### src/rtl/blast_pkg.sv
// Shared types, widths and defaults for the blast propagation engine.
package blast_pkg;

    localparam int unsigned GRID_W_DEF    = 19;
    localparam int unsigned GRID_H_DEF    = 13;
    localparam int unsigned MAX_RANGE_DEF = 4;

    localparam int unsigned COL_W    = 5;
    localparam int unsigned ROW_W    = 4;
    localparam int unsigned RANGE_W  = 3;
    localparam int unsigned COORD_SW = 6;

    typedef enum logic [1:0] {
        TILE_EMPTY     = 2'd0,
        TILE_BREAKABLE = 2'd1,
        TILE_SOLID     = 2'd2,
        TILE_RSVD      = 2'd3
    } tile_t;

    typedef enum logic [1:0] {
        DIR_N = 2'd0,
        DIR_E = 2'd1,
        DIR_S = 2'd2,
        DIR_W = 2'd3
    } dir_t;

    // NEXT_DIR has no encoding: it is resolved combinationally inside other states.
    typedef enum logic [2:0] {
        ST_IDLE   = 3'd0,
        ST_CENTER = 3'd1,
        ST_ISSUE  = 3'd2,
        ST_EVAL   = 3'd3,
        ST_CLEAR  = 3'd4,
        ST_DONE   = 3'd5
    } state_t;

    typedef struct packed {
        logic [COL_W-1:0] col;
        logic [ROW_W-1:0] row;
    } coord_t;

    // Clamp a requested blast range to the largest legal range.
    function automatic logic [RANGE_W-1:0] clamp_range(input logic [RANGE_W-1:0] req,
                                                       input int unsigned max_range);
        if (32'(req) > max_range) begin
            return RANGE_W'(max_range);
        end
        return req;
    endfunction

endpackage

### src/rtl/blast_coord_step.sv
// Combinational grid stepper: origin + step tiles in a direction, with bounds check.
module blast_coord_step
    import blast_pkg::*;
#(
    parameter int unsigned GRID_W = GRID_W_DEF,
    parameter int unsigned GRID_H = GRID_H_DEF
) (
    input  coord_t               origin,
    input  dir_t                 dir,
    input  logic [RANGE_W-1:0]   step,
    output coord_t               next,
    output logic                 out_of_grid
);

    localparam logic signed [COORD_SW-1:0] COL_LIM = COORD_SW'(GRID_W);
    localparam logic signed [COORD_SW-1:0] ROW_LIM = COORD_SW'(GRID_H);

    logic signed [COORD_SW-1:0] col_s;
    logic signed [COORD_SW-1:0] row_s;
    logic signed [COORD_SW-1:0] step_s;

    // Signed offset arithmetic; bounds are checked before truncating back to tile width.
    always_comb begin
        step_s = $signed(COORD_SW'(step));
        col_s  = $signed(COORD_SW'(origin.col));
        row_s  = $signed(COORD_SW'(origin.row));
        case (dir)
            DIR_N:   row_s = row_s - step_s;
            DIR_E:   col_s = col_s + step_s;
            DIR_S:   row_s = row_s + step_s;
            default: col_s = col_s - step_s;
        endcase
        out_of_grid = col_s[COORD_SW-1] | row_s[COORD_SW-1] |
                      (col_s >= COL_LIM) | (row_s >= ROW_LIM);
        next.col    = COL_W'(col_s);
        next.row    = ROW_W'(row_s);
    end

endmodule

### src/rtl/blast_spreader.sv
// Blast propagation engine: walks N/E/S/W from a detonated bomb, emitting flames and
// clear requests for breakable walls. Optional macro BLAST_PIERCE_EN lets a blast
// continue past a cleared breakable tile instead of stopping there.
module blast_spreader
    import blast_pkg::*;
#(
    parameter int unsigned GRID_W    = GRID_W_DEF,
    parameter int unsigned GRID_H    = GRID_H_DEF,
    parameter int unsigned MAX_RANGE = MAX_RANGE_DEF
) (
    input  logic               clk,
    input  logic               resetN,
    input  logic               detonate,
    input  logic [COL_W-1:0]   bomb_col,
    input  logic [ROW_W-1:0]   bomb_row,
    input  logic [RANGE_W-1:0] range,
    output logic               busy,
    output logic               done,
    output logic               tile_rd_en,
    output logic [COL_W-1:0]   tile_rd_col,
    output logic [ROW_W-1:0]   tile_rd_row,
    input  logic [1:0]         tile_rd_type,
    output logic               clr_valid,
    output logic [COL_W-1:0]   clr_col,
    output logic [ROW_W-1:0]   clr_row,
    input  logic               clr_ready,
    output logic               flame_valid,
    output logic [COL_W-1:0]   flame_col,
    output logic [ROW_W-1:0]   flame_row
);

    state_t             state_q, state_d;
    coord_t             bomb_q, bomb_d;
    logic [RANGE_W-1:0] range_q, range_d;
    logic [RANGE_W-1:0] step_q, step_d;
    dir_t               dir_q, dir_d;
    logic               flame_valid_q, flame_valid_d;
    coord_t             flame_q, flame_d;
    logic               clr_valid_q, clr_valid_d;
    coord_t             clr_q, clr_d;
    logic               busy_q, busy_d;
    logic               done_q, done_d;

    logic [RANGE_W-1:0] step_sel_c;
    coord_t             step_coord_c;
    logic               oob_c;
    logic               next_dir_c;
    logic               rd_en_c;

    // ISSUE looks one tile further out; EVAL/CLEAR revisit the tile just read.
    assign step_sel_c = (state_q == ST_ISSUE) ? RANGE_W'(step_q + 1'b1) : step_q;

    blast_coord_step #(
        .GRID_W (GRID_W),
        .GRID_H (GRID_H)
    ) u_step (
        .origin      (bomb_q),
        .dir         (dir_q),
        .step        (step_sel_c),
        .next        (step_coord_c),
        .out_of_grid (oob_c)
    );

    // Next-state and output decode; direction advance is folded in as a branch.
    always_comb begin
        state_d       = state_q;
        bomb_d        = bomb_q;
        range_d       = range_q;
        step_d        = step_q;
        dir_d         = dir_q;
        flame_valid_d = 1'b0;
        flame_d       = flame_q;
        clr_valid_d   = clr_valid_q;
        clr_d         = clr_q;
        next_dir_c    = 1'b0;
        rd_en_c       = 1'b0;

        case (state_q)
            ST_IDLE: begin
                if (detonate) begin
                    bomb_d        = '{col: bomb_col, row: bomb_row};
                    range_d       = clamp_range(range, MAX_RANGE);
                    step_d        = '0;
                    dir_d         = DIR_N;
                    flame_valid_d = 1'b1;
                    flame_d       = '{col: bomb_col, row: bomb_row};
                    state_d       = ST_CENTER;
                end
            end
            ST_CENTER: begin
                state_d = (range_q == '0) ? ST_DONE : ST_ISSUE;
            end
            ST_ISSUE: begin
                step_d = step_sel_c;
                if (oob_c) begin
                    next_dir_c = 1'b1;
                end else begin
                    rd_en_c = 1'b1;
                    state_d = ST_EVAL;
                end
            end
            ST_EVAL: begin
                case (tile_t'(tile_rd_type))
                    TILE_EMPTY: begin
                        flame_valid_d = 1'b1;
                        flame_d       = step_coord_c;
                        if (step_q == range_q) begin
                            next_dir_c = 1'b1;
                        end else begin
                            state_d = ST_ISSUE;
                        end
                    end
                    TILE_BREAKABLE: begin
                        flame_valid_d = 1'b1;
                        flame_d       = step_coord_c;
                        clr_valid_d   = 1'b1;
                        clr_d         = step_coord_c;
                        state_d       = ST_CLEAR;
                    end
                    default: next_dir_c = 1'b1;
                endcase
            end
            ST_CLEAR: begin
                if (clr_ready) begin
                    clr_valid_d = 1'b0;
`ifdef BLAST_PIERCE_EN
                    if (step_q < range_q) begin
                        state_d = ST_ISSUE;
                    end else begin
                        next_dir_c = 1'b1;
                    end
`else
                    next_dir_c = 1'b1;
`endif
                end
            end
            ST_DONE: begin
                state_d = ST_IDLE;
            end
            default: begin
                state_d = ST_IDLE;
            end
        endcase

        if (next_dir_c) begin
            step_d = '0;
            if (dir_q == DIR_W) begin
                state_d = ST_DONE;
            end else begin
                dir_d   = dir_t'(2'(dir_q + 2'd1));
                state_d = ST_ISSUE;
            end
        end

        busy_d = (state_d != ST_IDLE);
        done_d = (state_d == ST_DONE);
    end

    // State and output registers with synchronous active-low reset.
    always_ff @(posedge clk) begin
        if (!resetN) begin
            state_q       <= ST_IDLE;
            bomb_q        <= '0;
            range_q       <= '0;
            step_q        <= '0;
            dir_q         <= DIR_N;
            flame_valid_q <= 1'b0;
            flame_q       <= '0;
            clr_valid_q   <= 1'b0;
            clr_q         <= '0;
            busy_q        <= 1'b0;
            done_q        <= 1'b0;
        end else begin
            state_q       <= state_d;
            bomb_q        <= bomb_d;
            range_q       <= range_d;
            step_q        <= step_d;
            dir_q         <= dir_d;
            flame_valid_q <= flame_valid_d;
            flame_q       <= flame_d;
            clr_valid_q   <= clr_valid_d;
            clr_q         <= clr_d;
            busy_q        <= busy_d;
            done_q        <= done_d;
        end
    end

    // Wall-map read must land in ISSUE so the type returns during EVAL.
    assign tile_rd_en  = rd_en_c;
    assign tile_rd_col = rd_en_c ? step_coord_c.col : '0;
    assign tile_rd_row = rd_en_c ? step_coord_c.row : '0;

    assign busy        = busy_q;
    assign done        = done_q;
    assign clr_valid   = clr_valid_q;
    assign clr_col     = clr_q.col;
    assign clr_row     = clr_q.row;
    assign flame_valid = flame_valid_q;
    assign flame_col   = flame_q.col;
    assign flame_row   = flame_q.row;

endmodule

### config.mk
export PLATFORM = sky130hd
export DESIGN_NAME = blast_spreader
export DESIGN_NICKNAME = d
export VERILOG_FILES = /design/src/rtl/blast_pkg.sv /design/src/rtl/blast_coord_step.sv /design/src/rtl/blast_spreader.sv
export SDC_FILE = /design/constraint.sdc
export NUM_CORES = 1
export LEC_CHECK = 0
export ABC_AREA = 1
export ABC_CLOCK_PERIOD_IN_PS = 5690
export CAP_MARGIN = 20
export CORE_MARGIN = 2
export CORE_UTILIZATION = 56
export CTS_BUF_LIST = sky130_fd_sc_hd__clkbuf_16
export DETAILED_ROUTE_END_ITERATION = 12
export DONT_BUFFER_PORTS = 1
export PLACE_DENSITY_LB_ADDON = 0.05
export SYNTH_ARGS = -nofsm -noshare
export SYNTH_HDL_FRONTEND = slang
export SYNTH_SLANG_ARGS = --single-unit
### constraint.sdc
create_clock -name clk -period 5.69 [get_ports clk]
set_input_delay 1.138 -clock clk [delete_from_list [all_inputs] [get_ports clk]]
set_output_delay 1.138 -clock clk [all_outputs]
set_load 0.005 [all_outputs]
Word level (Yosys, flattened, before mapping)
Index checks and enable logic that the tools add are counted.
{"block": "word_totals", "elab_cells": 97, "register_bits": 42, "output_inout_bits": 32, "input_bits": 18}
{"block": "classes", "magnitude_cmp": 3, "n_addsub": 6, "n_mux": 40, "bitwise": 4, "n_eq_ne": 14, "n_reduce_logical": 16}
{"cell": "3-bit 2-to-1 mux", "count": 10}
{"cell": "6-bit one-hot mux with 2 select lines", "count": 2}
{"cell": "9-bit 2-to-1 mux", "count": 2}
{"cell": "9-bit one-hot mux with 2 select lines", "count": 1}
{"cell": "3-bit one-hot mux with 5 select lines", "count": 1}
{"cell": "1-bit 2-to-1 mux", "count": 12}
{"cell": "3-bit one-hot mux with 2 select lines", "count": 2}
{"cell": "2-bit 2-to-1 mux", "count": 4}
{"cell": "5-bit by 3-bit adder with 6-bit output", "count": 1}
{"cell": "3-bit by 2-bit == test with 1-bit output (second input constant)", "count": 2}
{"cell": "3-bit == test (second input constant)", "count": 2}
{"cell": "6-bit by 5-bit >= comparator with 1-bit output (second input constant)", "count": 1}
{"cell": "6-bit >= comparator (second input constant)", "count": 1}
{"cell": "3-bit zero test", "count": 2}
{"cell": "2-bit != test (second input constant)", "count": 3}
{"cell": "1-bit one-hot mux with 2 select lines", "count": 3}
{"cell": "2-bit AND reduction", "count": 3}
{"cell": "3-bit AND reduction", "count": 2}
{"cell": "2-bit nonzero test", "count": 3}
{"cell": "2-bit OR reduction", "count": 3}
{"cell": "5-bit by 3-bit subtractor with 6-bit output", "count": 1}
{"cell": "4-bit by 3-bit adder with 5-bit output", "count": 1}
{"cell": "5-bit 2-to-1 mux", "count": 1}
{"cell": "4-bit by 3-bit subtractor with 5-bit output", "count": 1}
{"cell": "other kinds (14)", "count": 19}

Depth between registers and ports, before layout
{"block": "depth", "ltp_word": 11, "depth_mapped": 27, "depth_no_buf": 27}

Modules after synthesis
From an unflattened synthesis, not the netlist that was laid out.
{"block": "unflattened", "hier_cells": 388, "area_unflattened_um2": 2632.5}
{"mod": "blast_spreader", "cells_each": 261, "area_per_inst_um2": 1894.3, "seq_area_each_um2": 840.8, "instances": 1}
{"mod": "blast_coord_step", "cells_each": 127, "area_per_inst_um2": 738.2, "seq_area_each_um2": 0.0, "instances": 1}

Worst setup path after synthesis
OpenSTA, ideal clock, no wires.
{"block": "synth_path", "kind": "reg-to-output", "start": "register state_q[0]", "end": "output port tile_rd_row[3]", "path_stages_with_launch": 21, "setup_slack_ps": 1588, "arrival_ps": 2964, "path_buffers": 0, "required_time_ps": 4552, "path_cell_list": "dfxtp_1 > inv_2 > nand3_2 > nand2_1 > nand2_1 > inv_1 > ha_1 > nand2_1 > o21ai_0 > fa_1 > nand2_1 > nand3_1 > nand2_1 > nand2_1 > clkinv_1 > nand3_1 > a21oi_2 > nand3_4 > nor2_4 > inv_2 > a31oi_1"}
{"block": "synth_between", "elab_chain_len": 10}
{"item": "start: declaration", "line_no": "blast_spreader.sv:32", "text": "state_t state_q, state_d;"}
{"item": "start signal: assignment", "line_no": "blast_spreader.sv:174", "text": "state_q <= state_d;"}
{"item": "3-bit by 2-bit == test with 1-bit output (*)", "line_no": "blast_spreader.sv:51, blast_spreader.sv:78"}
{"item": "3-bit 2-to-1 mux", "line_no": "blast_spreader.sv:51", "text": "assign step_sel_c = (state_q == ST_ISSUE) ? RANGE_W'(step_q + 1'b1) : step_q;"}
{"item": "5-bit by 3-bit subtractor with 6-bit output, or another cell as far along", "line_no": "blast_coord_step.sv:31", "text": "default: col_s = col_s - step_s;"}
{"item": "6-bit one-hot mux with 2 select lines", "line_no": "blast_coord_step.sv:27", "text": "case (dir)"}
{"item": "6-bit >= comparator / 1-bit OR (equally long branches)", "line_no": "blast_coord_step.sv:34, blast_coord_step.sv:33"}
{"item": "1-bit OR", "line_no": "blast_coord_step.sv:33", "text": "out_of_grid = col_s[COORD_SW-1] | row_s[COORD_SW-1] |"}
{"item": "1-bit OR", "line_no": "blast_coord_step.sv:34", "text": "(col_s >= COL_LIM) | (row_s >= ROW_LIM);"}
{"item": "1-bit 2-to-1 mux", "line_no": "blast_spreader.sv:95", "text": "if (oob_c) begin"}
{"item": "1-bit 2-to-1 mux (*)", "line_no": "blast_spreader.sv:78", "text": "case (state_q)"}
{"item": "named net tile_rd_en", "line_no": "blast_spreader.sv:19", "text": "output logic tile_rd_en,"}
{"item": "4-bit 2-to-1 mux (*)", "line_no": "blast_spreader.sv:191", "text": "assign tile_rd_row = rd_en_c ? step_coord_c.row : '0;"}
{"item": "end: declaration", "line_no": "blast_spreader.sv:21", "text": "output logic [ROW_W-1:0] tile_rd_row,"}
Mark *: on every way through the listed nets, which the timed path passes. The rest lies on a longest branch.

Worst setup path after layout
Same ends and word-level chain as after synthesis.

==> results.md <==
- Outcome: finished clean
- Tot GR Track Use: 0.258
- Die area: 5340 um^2
- Top Family by Delay on Critical Path: simple AND/OR/NAND/NOR gates
- Worst Skew: 7.13 ps
- Synth area leaders: dfxtp_1 (31%), nand2_1 (9.7%), ha_1 (8.0%), o21ai_0 (7.3%), inv_1 (7.0%)
- Antenna Violating Nets Remaining: 0
- Netlist cell types: 34
- Worst EP required: 4550 ps
- Chip height: 73.1 um
- Syn avg cell area: 7.02 um^2
- First-pass GRT wire length: 10700 um
- Insertion delay to the later sink of the worst-skew pair: 280 ps
- CP peak stage delay: 470 ps
- Setup TNS: 0 ps
- Top-Level Pins: 50
- Most common cell after layout, fill and taps aside: nand2_1
- Die Span X: 73.1 um
- Crit-path max FO: 9
- Fin util: 0.616
- Hpwl dp: 5000 um
- #FFs+latches synth: 42
- Final Critical Period: 4860 ps
- Layout cells sized above 1: 0.0974
- Detailed-route wire length: 6580 um
- Rel. slew slack: 0.485
- Yosys warns: 0
- Final Max Tran Viols: 0
- Cells along the critical path: inv_2 -> nand3_2 -> nand2_1 -> nand2_1 -> inv_1 -> ha_1 -> nand2_1 -> o21ai_0 -> fa_1 -> nand3_1 -> nand3_1 -> nand3_1 -> o21ai_0 -> a21oi_2 -> nand3_4 -> nor2_4 -> inv_2 -> a31oi_1
- HP Class: reg2reg
- Unrepaired setup endpoints after global routing: false
- Worst-case clock buffer depth: 2
- Core footprint: 4660 um^2
- EDFF count, synth: 0
- Fmax: 0.206 GHz
- Initial core utilization: 0.574
- Hold-fix buffers at CTS: 0
- Iter 0 DRT Violations: 128
- VDD IR max: 0.000299 V
- Primary FF master, synth: dfxtp_1
- Cell count after synthesis: 381
- # DRC: 0
- Post-CTS Resized: 0
- Crit end category: primary output
- Power Dens Cells: 504 nW/um^2
- Antenna fix cells: 0
- Via count: 2446
- Post-layout nets: 417
- Drt wl/cell: 15.2 um
- Port bufs: 0
- Gpl congestion: 0.973
- Row count: 25
- CTS sink cnt: 42
- Crit-path slowest cell: fa_1
- Netlist Area Pre-Place: 2670 um^2
- Asr flop ratio synth: 0
- Crit path kind: reg2out
- Worst-path clk slew: 60 ps
- Layout area overhead: 7.44%
- Largest net degree at the start of global routing: 32
- WP data arrival: 3730 ps
- Commonest non-fill, non-tap cells in the layout: nand2_1 (69), inv_1 (51), dfxtp_1 (42)
- Post-synthesis sequential area ratio: 0.314
- Post-CTS Setup Bufs: 0
- Drt pass-1 iters: 4
- H-tree depth: 2
- Overflow after GRT: 0
- Worst path bufs/invs: 3
- Tightest Pin Transition: 771 ps
- Clk root buf: clkbuf_16
- Final Cycle Share: 0.855
- Critical Path Source Type: register
- Leading area contributor after synthesis: dfxtp_1
- Initial antenna violation count: 0
- Vias/cell: 5.64
- Hold Vio Cnt, Final: 0
- Lkg Pwr: 1.38 nW
- Vias in the first global route: 2156
- Synth top area share: 0.314
- Total CTS buffers: 5
- Net Count, Synth: 419
- Final setup fails: 0
- Max-cap viol count: 0
- CTS tree: yes
worst paths after layout:
path	startpoint	slack, ps	cells after the start	end
worst max-delay path	state_q[0]	830	18	tile_rd_row[3]
worst min-delay path	bomb_q[8]	480	2	bomb_q[8]
worst min register to register	bomb_q[8]	480	2	bomb_q[8]
worst max register to register	state_q[0]	2150	18	step_q[1]
routing by layer:
metal  part of all wire  GRT usage
met4              0.012     0.0556
met3              0.086     0.0691
met1               0.48      0.394
met5                  0          0
met2               0.42      0.359
flip-flops by register name (all words and copies together) (netlist names), 2 cells and up:
register / cells
bomb_q: 9
clr_col: 5
clr_row: 4
dir_q: 2
flame_col: 5
flame_row: 4
range_q: 3
state_q: 3
step_q: 3
worst register-to-register path, stage by stage, from the launching register on:
cell and delay [ps]:
dfxtp_1 460, inv_2 110, nand3_2 160, nand2_1 100, nand2_1 190, inv_1 130
ha_1 300, nand2_1 60, o21ai_0 150, fa_1 480, nand3_1 140, nand3_1 90
nand3_1 100, o21ai_0 170, a21oi_2 230, nand3_4 130, a21oi_2 180, nand2_1 120
nor3_1 170
stage by stage:
step                setup WS, ps  area (um^2)  power, mW  hold WS (ps)  instances
floorplan                   1590         2670      0.967           443        381
detailed placement          1160         2700       1.12           474        425
CTS                          830         2870       1.44           483        433
global route                 503         2870       1.56           525        434
global placement            1190         2700       1.12           480        425
finish                       826         2870       1.45           482        434
final cells by class:
class,count,area (um^2)
sequential,42,841
fill,442,1790
multi-input combinational,271,1570
timing repair buffer,1,7.51
clock inverter,3,41.3
clock buffer,5,125
tap,54,67.6
inverter,58,218
Yosys cell counts (2+ instances only):
| library cell | instances |
|---|---|
| nand2_2 | 7 |
| nor2_1 | 35 |
| fa_1 | 3 |
| nor3_1 | 4 |
| clkbuf_1 | 6 |
| buf_2 | 4 |
| nand4_1 | 3 |
| o211ai_1 | 5 |
| inv_1 | 50 |
| inv_2 | 6 |
| o21bai_1 | 5 |
| nand2_4 | 4 |
| a31oi_1 | 4 |
| nand3_1 | 23 |
| nand2_1 | 69 |
| a21oi_1 | 30 |
| nand3_2 | 5 |
| dfxtp_1 | 42 |
| clkinv_1 | 2 |
| ha_1 | 17 |
| o21ai_0 | 39 |
| nor2_4 | 2 |
| a21oi_2 | 3 |
| xnor2_1 | 3 |
cells by family (layout without fill, tap and decap cells):
kind of cell	after synthesis	in the layout	synth area share
and+or+nand+nor	157	157	0.285
AOI/OAI and AO/OA	91	91	0.191
buffers and inverters	68	67	0.0973
DFF	42	42	0.314
adders and majority gates	20	20	0.102
xor gates and xnor gates	3	3	0.00983
power breakdown:
part | internal [mW] | switching [mW] | total, mW
sequential | 0.366 | 0.0674 | 0.433
clock | 0.205 | 0.113 | 0.318
combinational | 0.226 | 0.471 | 0.697
total | 0.797 | 0.651 | 1.45
Power figures use the tool's default switching activity.
